File: config.mk
export PLATFORM = sky130hd
export DESIGN_NAME = conv_tile_seq
export DESIGN_NICKNAME = d
export VERILOG_FILES = /design/src/rtl/conv_seq_pkg.sv /design/src/rtl/conv_seq_dly.sv /design/src/rtl/conv_tile_seq.sv
export SDC_FILE = /design/constraint.sdc
export NUM_CORES = 1
export LEC_CHECK = 0
export CORE_MARGIN = 10
export CORE_UTILIZATION = 40
export CTS_CLUSTER_DIAMETER = 100
export DETAILED_ROUTE_END_ITERATION = 6
export GPL_ROUTABILITY_DRIVEN = 0
export PLACE_DENSITY = 0.65
export SLEW_MARGIN = 15
export SYNTH_ARGS = -nofsm -noshare
export SYNTH_HDL_FRONTEND = slang
export SYNTH_SLANG_ARGS = --single-unit
File: constraint.sdc
create_clock -name clk -period 2.3 [get_ports clk]
set_input_delay 0.345 -clock clk [delete_from_list [all_inputs] [get_ports clk]]
set_output_delay 0.345 -clock clk [all_outputs]
set_load 0.005 [all_outputs]
File: src/rtl/conv_seq_pkg.sv
// rtl/conv_seq_pkg.sv - shared types and sizing helpers for the conv tile sequencer
package conv_seq_pkg;

   // Sequencer phases: FILL primes the kernel window, STREAM emits one tile row
   typedef enum logic [1:0] {
      IDLE   = 2'd0,
      FILL   = 2'd1,
      STREAM = 2'd2,
      FINISH = 2'd3
   } seq_state_e;

   localparam int CH_GRP_DEF = 8;

   // Bits needed for a channel index up to (2**cfg_w)*ch_grp-1
   function automatic int ch_cnt_w(input int cfg_w, input int ch_grp);
      int n;
      n = (1 << cfg_w) * ch_grp;
      return (n > 1) ? $clog2(n) : 1;
   endfunction

endpackage

File: src/rtl/conv_seq_dly.sv
// rtl/conv_seq_dly.sv - WIDTH x DEPTH shift chain matching the PE datapath latency
module conv_seq_dly #(
   parameter int WIDTH = 2,
   parameter int DEPTH = 4
) (
   input  logic             clk,
   input  logic             rst_n,
   input  logic             clr_i,
   input  logic [WIDTH-1:0] din_i,
   output logic [WIDTH-1:0] dout_o
);

   logic [WIDTH-1:0] stage_q [DEPTH];

   // Shift every cycle; clr flushes the whole chain at once
   always_ff @(posedge clk or negedge rst_n) begin
      if (!rst_n) begin
         for (int i = 0; i < DEPTH; i++) stage_q[i] <= '0;
      end else if (clr_i) begin
         for (int i = 0; i < DEPTH; i++) stage_q[i] <= '0;
      end else begin
         stage_q[0] <= din_i;
         for (int i = 1; i < DEPTH; i++) stage_q[i] <= stage_q[i-1];
      end
   end

   assign dout_o = stage_q[DEPTH-1];

endmodule

File: src/rtl/conv_tile_seq.sv
// rtl/conv_tile_seq.sv - KSIZE x KSIZE conv tile sequencer; optional abort via CONV_TILE_SEQ_ABORT_EN
module conv_tile_seq
   import conv_seq_pkg::*;
#(
   parameter int TILE_LEN = 16,
   parameter int KSIZE    = 5,
   parameter int CH_GRP   = CH_GRP_DEF,
   parameter int CFG_W    = 2,
   parameter int ROW_W    = 6,
   parameter int PIPE_DLY = 4
) (
   input  logic             clk,
   input  logic             rst_n,
   input  logic             start,
   input  logic [CFG_W-1:0] cfg_ci,
   input  logic [CFG_W-1:0] cfg_co,
   input  logic [ROW_W-1:0] cfg_rows,
   input  logic             stall,
`ifdef CONV_TILE_SEQ_ABORT_EN
   input  logic             abort,
   output logic             aborted,
`endif
   output logic             ifm_read,
   output logic             wgt_read,
   output logic             p_valid_out,
   output logic             last_ch_out,
   output logic             busy,
   output logic             done
);

   localparam int CW   = ch_cnt_w(CFG_W, CH_GRP);
   localparam int PMAX = (KSIZE - 1 > TILE_LEN) ? KSIZE - 1 : TILE_LEN;
   localparam int PW   = (PMAX > 1) ? $clog2(PMAX) : 1;
   localparam logic [PW-1:0] FILL_LAST   = PW'(KSIZE - 2);
   localparam logic [PW-1:0] STREAM_LAST = PW'(TILE_LEN - 1);

   seq_state_e       state_q, state_d;
   logic [PW-1:0]    pix_q, pix_d;
   logic [CW-1:0]    ci_q, ci_d;
   logic [CW-1:0]    co_q, co_d;
   logic [ROW_W-1:0] row_q, row_d;
   // Last-index values are stored so max cfg never needs an extra bit
   logic [CW-1:0]    ci_last_q, ci_last_d;
   logic [CW-1:0]    co_last_q, co_last_d;
   logic [ROW_W-1:0] row_last_q, row_last_d;

   logic             active;
   logic             abort_hit;
   logic             p_valid_int;
   logic             last_ch_int;
   logic [1:0]       dly_out;

`ifdef CONV_TILE_SEQ_ABORT_EN
   assign abort_hit = abort && (state_q != IDLE);
`else
   assign abort_hit = 1'b0;
`endif

   // State and loop-counter registers
   always_ff @(posedge clk or negedge rst_n) begin
      if (!rst_n) begin
         state_q    <= IDLE;
         pix_q      <= '0;
         ci_q       <= '0;
         co_q       <= '0;
         row_q      <= '0;
         ci_last_q  <= '0;
         co_last_q  <= '0;
         row_last_q <= '0;
      end else begin
         state_q    <= state_d;
         pix_q      <= pix_d;
         ci_q       <= ci_d;
         co_q       <= co_d;
         row_q      <= row_d;
         ci_last_q  <= ci_last_d;
         co_last_q  <= co_last_d;
         row_last_q <= row_last_d;
      end
   end

   // Next state: pixel innermost, then input channel, row, output channel group
   always_comb begin
      state_d    = state_q;
      pix_d      = pix_q;
      ci_d       = ci_q;
      co_d       = co_q;
      row_d      = row_q;
      ci_last_d  = ci_last_q;
      co_last_d  = co_last_q;
      row_last_d = row_last_q;
      case (state_q)
         IDLE: begin
            if (start) begin
               state_d    = FILL;
               pix_d      = '0;
               ci_d       = '0;
               co_d       = '0;
               row_d      = '0;
               ci_last_d  = CW'((int'(cfg_ci) + 1) * CH_GRP - 1);
               co_last_d  = CW'((int'(cfg_co) + 1) * CH_GRP - 1);
               row_last_d = cfg_rows;
            end
         end
         FILL: begin
            if (!stall) begin
               if (pix_q == FILL_LAST) begin
                  pix_d   = '0;
                  state_d = STREAM;
               end else begin
                  pix_d = pix_q + 1'b1;
               end
            end
         end
         STREAM: begin
            if (!stall) begin
               if (pix_q == STREAM_LAST) begin
                  pix_d   = '0;
                  state_d = FILL;
                  if (ci_q == ci_last_q) begin
                     ci_d = '0;
                     if (row_q == row_last_q) begin
                        row_d = '0;
                        if (co_q == co_last_q) begin
                           co_d    = '0;
                           state_d = FINISH;
                        end else begin
                           co_d = co_q + 1'b1;
                        end
                     end else begin
                        row_d = row_q + 1'b1;
                     end
                  end else begin
                     ci_d = ci_q + 1'b1;
                  end
               end else begin
                  pix_d = pix_q + 1'b1;
               end
            end
         end
         FINISH: state_d = IDLE;
         default: state_d = IDLE;
      endcase
      if (abort_hit) begin
         state_d = IDLE;
         pix_d   = '0;
         ci_d    = '0;
         co_d    = '0;
         row_d   = '0;
      end
   end

   assign active      = (state_q == FILL) || (state_q == STREAM);
   assign ifm_read    = active && !stall;
   assign wgt_read    = active && !stall;
   assign busy        = active;
   assign done        = (state_q == FINISH) && !abort_hit;
   assign p_valid_int = (state_q == STREAM) && !stall && !abort_hit;
   assign last_ch_int = p_valid_int && (ci_q == ci_last_q);

`ifdef CONV_TILE_SEQ_ABORT_EN
   logic aborted_q;

   // One-cycle acknowledgement in the cycle after an accepted abort
   always_ff @(posedge clk or negedge rst_n) begin
      if (!rst_n) aborted_q <= 1'b0;
      else        aborted_q <= abort_hit;
   end

   assign aborted = aborted_q;
`endif

   conv_seq_dly #(
      .WIDTH (2),
      .DEPTH (PIPE_DLY)
   ) u_dly (
      .clk    (clk),
      .rst_n  (rst_n),
      .clr_i  (abort_hit),
      .din_i  ({p_valid_int, last_ch_int}),
      .dout_o (dly_out)
   );

   assign p_valid_out = dly_out[1];
   assign last_ch_out = dly_out[0];

endmodule

==> Yosys cells after proc, flatten, opt, wreduce, memory -nomap -nowiden <==
Index checks and enable logic that the tools add are counted.
{ "totals": {"out_inout_bits": 6, "regBits": 46, "input_bits": 14, "wordCells": 81} }
{ "classes": {"muxes": 32, "n_reduce_logical": 14, "n_addsub": 8, "eq_ne": 15} }
{ "ops": {"columns": ["operator", "n"], "rows": [
  ["2-to-1 mux 5 bit", 9],
  ["2-to-1 mux 6 bit", 5],
  ["2-to-1 mux 4 bit", 5],
  ["one-hot mux 5 bit (2 select lines)", 2],
  ["2-to-1 mux 2 bit", 8],
  ["inequality test 2 bit (second input constant)", 7],
  ["one-hot mux 4 bit (3 select lines)", 1],
  ["one-hot mux 6 bit (2 select lines)", 1],
  ["adder 5 x 1 -> 5 bit (second input constant)", 2],
  ["== test 5 bit", 2],
  ["AND reduction 5 bit", 2],
  ["subtractor 5 x 1 -> 5 bit (second input constant)", 2],
  ["one-hot mux 2 bit (4 select lines)", 1],
  ["AND reduction 4 bit", 2],
  ["adder 6 x 1 -> 6 bit (second input constant)", 1],
  ["== test 6 bit", 1],
  ["AND reduction 6 bit", 1],
  ["adder 2 x 1 -> 2 bit (second input constant)", 2],
  ["adder 4 x 1 -> 4 bit (second input constant)", 1],
  ["== test 2 bit (second input constant)", 2],
  ["== test 4 x 2 -> 1 bit (second input constant)", 1],
  ["== test 4 bit (second input constant)", 1],
  ["logical AND 1 bit", 3],
  ["nonzero test 3 bit", 1],
  ["6 further kinds", 6]
]} }

==> Longest topological paths before layout <==
{ "depth": {"word_depth": 7, "mapped_depth": 8, "ltp_nobuf": 7} }

==> Cells and area by module <==
Synthesis repeated with hierarchy kept, for this count alone.
{ "hier_totals": {"cells_unflattened": 201, "hier_area_um2": 2130.8} }
{ "by_module_without_submodules": {"columns": ["module", "area_per_inst_um2", "seq_area_each_um2", "n_inst", "cells_each"], "rows": [
  ["conv_tile_seq", 1865.5, 825.8, 1, 183],
  ["conv_seq_dly", 265.3, 200.2, 1, 18]
]} }

==> Worst setup path before layout <==
Ideal clock, no wire load.
{ "synth_path": {"kind": "reg2reg", "startpoint": "register state_q[0]", "endpoint": "register co_q[2]", "stages_incl_launch_ff": 8, "arrival_time_ps": 1753, "setup_slack_ps": 444, "t_required_ps": 2197, "path_buffers": 0, "path_cell_list": "dfrtp_1 inv_1 ha_1 and2b_2 nor3_4 a21oi_4 or2_4 o41ai_2"} }
{ "synth_between": {"elab_chain_len": 3} }
{ "synth_lines": {"columns": ["element", "line", "rtl"], "rows": [
  ["from (decl)", "conv_tile_seq.sv:37", "seq_state_e state_q, state_d;"],
  ["from (signal assigned)", "conv_tile_seq.sv:71", "state_q <= state_d;"],
  ["== test 2 bit or zero test 2 bit (tied branches)", "conv_tile_seq.sv:92", "case (state_q)"],
  ["inequality test 2 bit (no source line) or nonzero test 2 bit (tied branches)", null, null],
  ["AND reduction 6 bit (no source line)", null, null],
  ["to (signal assigned)", "conv_tile_seq.sv:74", "co_q <= co_d;"],
  ["to (decl)", "conv_tile_seq.sv:40", "logic [CW-1:0] co_q, co_d;"]
]} }
Parallel ways exist; a longest one is shown, timed or not.
A chain may end at the register's enable or synchronous reset.

==> Worst setup path after layout <==
{ "layout_path": {"startpoint": "register state_q[0]", "endpoint": "output port wgt_read"} }
{ "layout_between": {"elab_chain_len": 3} }
{ "layout_lines": {"columns": ["element", "line", "rtl"], "rows": [
  ["== test 2 x 1 -> 1 bit or == test 2 bit (tied branches)", "conv_tile_seq.sv:153", "assign active = (state_q == FILL) || (state_q == STREAM);"],
  ["logical OR 1 bit (*)", "conv_tile_seq.sv:153", null],
  ["logical AND 1 bit (*)", "conv_tile_seq.sv:155", "assign wgt_read = active && !stall;"],
  ["to (decl)", "conv_tile_seq.sv:24", "output logic wgt_read,"]
]} }
Every way passes the cells marked *; elsewhere a longest branch is shown, timed or not.

==> flow_summary.ini <==
[run_status]
status = complete, no violations

[cts]
htreeDepth = 2
cts-hold-fix-buffers = 0
cts_inserted_buffers = 5
cts_tree = done
clk_pin_slew_ps = 80
cts.root.buffer_cell = clkbuf_8
clk_latency_ps = 290
cts.sinks = 41
clockBufferDepth = 2

[sta]
finClkSkew_ps = 5.89
period_share_pct = 94.5
final_hold_viol_count = 0
rsz0062_at_grt = no
tns_ps = 0
layout_min_cycle_time_ps = 2170
slew_violations = 0
max-slew-margin-rel_pct = 65.1
setup_viol = 0
tightest_slew_ps = 522
fmax_mhz = 460

[global_routing]
grtUsageTotal_pct = 10.2
antenna_found_initial = 0
grt-ovfl-total = 0
grt_pass1_vias = 1548
grt_pass1_wl_microns = 7110
grt_max_degree = 42

[synth]
synthAdderAreaFrac_pct = 5.90
seq_area_frac_synth_pct = 48.4
synth_ff_type = dfrtp_1
synthMuxAreaShare_pct = 6.73
synth_top_family_by_area = simple AND/OR/NAND/NOR gates
syn_area_sq_um = 2120
yosys.area_share.simple_pct = 16.5
avgSynthCellArea_sq_um = 11.2
synthCells = 189
ys_ff_latch = 41
synthArstFlopShare_pct = 100
synth_xor_area_share_pct = 5.37
synth-compound-area-share_pct = 14.3
synth_nets = 213
yosysWarnings = 0
synth.distinct_cells = 49
synth-edff-count = 0

[pwr]
seq_power_share_pct = 41.0
peakVddDrop_mv = 0.459
p_clk_share_pct = 16.5
p_leak_nw = 1.13
p_sw_share_pct = 36.9
power_density_nw_per_um2 = 1050
p_int_mw = 1.66
switching_power_mw = 0.972
pwr-share-comb_pct = 42.5

[placement]
post-place-cells = 281
port_buffers = 19
post-dp-hpwl_microns = 2910

[layout]
utilization_pct = 49.2
n_antenna_cell = 0
fin_cells = 288
fillers = 472
nets = 243
drive_gt1_share_pct = 17.9
syn2layout_area_growth_pct = 18.7

[floorplan]
fp.dieArea_sq_um = 8610
initial_utilization_pct = 41.5
pin_count = 20
dieWidth_microns = 92.8
core_sq_um = 5110
dieHeight_microns = 92.8
rows = 26

[setup_path]
critPathMaxFanout = 5
startpoint_type = register
endpoint_kind = output port
cp_data_required_time_ps = 1960
cpLargestDelayFamily = buffers and inverters
max_stage_delay_ps = 520
cpMaxStageDelayCell = clkdlybuf4s50_1
critPathBufInv = 3
cp.arrival_ps = 1830
cp_cell_sequence = inv_2 > ha_4 > inv_1 > nor2_1 > clkdlybuf4s50_1
critical_path_class = register to output port

[route]
drtPass1Iterations = 4
ant_nets = 0
routedWlPerCell_microns = 14.1
drt_iter0_drc = 77
vias = 1509
wl_microns = 4060
routed_via_density = 5.24
drc_errors = 0

[worst_hold_path]
hold_path_class = primary input to asynchronous set/reset pin

[run]
max_cap_violations = 0
## power by group through the flow
stage	Combinational, mW	Clock, mW	Sequential [mW]
2_1_floorplan	0.748	0	1.06
3_3_place_gp	1.06	0	1.10
3_5_place_dp	1.08	0	1.10
4_1_cts	1.11	0.458	1.09
5_1_grt	1.27	0.486	1.11
6_report	1.12	0.434	1.08
## layout by cell type (no fill, tap or decap), types with 2 or more instances in the layout
cell	n
dfrtp_1	41
clkdlybuf4s50_1	18
nor2_1	16
xor2_1	11
nand2_1	10
mux2_2	10
nand3_1	9
ha_1	9
inv_1	8
buf_4	8
o21ai_0	5
and2_1	5
o31ai_1	5
clkbuf_8	5
nand4_1	4
nand2b_1	3
nor4_1	3
a22oi_1	3
a21oi_1	3
a31oi_1	3
mux2i_1	3
xnor2_1	2
o2bb2ai_1	2
o41ai_2	2
a21o_1	2
## state kept, by name, indices dropped and copies added (netlist names)
register	count
u_dly.stage_q	6
row_last_q	6
u_dly.dout_o	2
row_q	6
co_q	5
co_last_q	2
state_q	2
ci_q	5
ci_last_q	3
pix_q	4
## per-layer routing
layer / share of wire, % / track usage, %
met5: 0 / 0
met4: 2.1 / 4.76
met3: 5.4 / 3.47
met2: 46 / 16.2
met1: 47 / 12.1
## synth_stat cells (2+ instances only)
cell type	instances	area share (%)
mux2i_1	3	1.4
nand3_1	9	2.1
buf_4	2	0.71
inv_1	9	1.6
a21o_1	2	0.71
mux2_2	10	5.3
and2_1	5	1.5
xor2_1	11	4.5
nand2b_1	3	0.89
o41ai_2	2	1.5
dfrtp_1	41	48
a21oi_1	3	0.71
nand2_1	10	1.8
o2bb2ai_1	2	0.83
ha_1	10	5.9
xnor2_1	2	0.83
a31oi_1	3	0.89
o31ai_1	5	1.8
nand4_1	4	1.2
nor4_1	3	0.89
nor2_1	16	2.8
a22oi_1	3	1.1
o21ai_0	5	1.2
## through the flow
stage / instance area (sq um) / worst slack (ps) / hold slack, ps / total power [mW]
global placement: 2420 / 196 / 335 / 2.16
detailed placement: 2420 / 177 / 336 / 2.18
floorplan: 2120 / 444 / 49.4 / 1.80
finish: 2510 / 127 / 99.5 / 2.63
CTS: 2510 / 32.9 / 130 / 2.66
global route: 2510 / 6.11 / 128 / 2.87
## path summary, 6_finish.rpt
check                                  from                to  slack [ps]  depth (start not counted)
max in group asynchronous             rst_n     row_last_q[1]        1830                          2
min reg2reg                u_dly.stage_q[7]  u_dly.stage_q[5]         350                          0
max reg2reg                        row_q[4]           co_q[2]         260                          6
min in group clk           u_dly.stage_q[7]  u_dly.stage_q[5]         350                          0
max                              state_q[0]          wgt_read         130                          5
min                                   rst_n          pix_q[1]         100                          2
## cell families (layout without fill, tap and decap cells)
logic type,count (synthesis),count (layout)
buffers and inverters,13,42
flip-flops,41,41
AND/OR/NAND/NOR,62,62
XOR/XNOR,13,13
adder cells (fa/ha/maj),10,10
multiplexers,13,13
AO/OA/AOI/OAI,37,37
## layout make-up
cell class | count | area (sq um) | share of cell area, %
clock buffers | 5 | 68.8 | 2.74
clock inverters | 1 | 5.00 | 0.199
inverters | 9 | 33.8 | 1.34
multi-input cells | 135 | 1050 | 41.7
flip-flops and latches | 41 | 1030 | 40.8
well taps | 70 | 87.6 | 3.48
repair buffers | 27 | 245 | 9.75
## what timing repair did
action / CTS / global route
resized for setup: 1 / 1
buffers inserted: 0 / 1
pin swaps: 0 / 0
endpoints found under the setup margin: 2 / 2
Power figures use the tool's default switching activity.
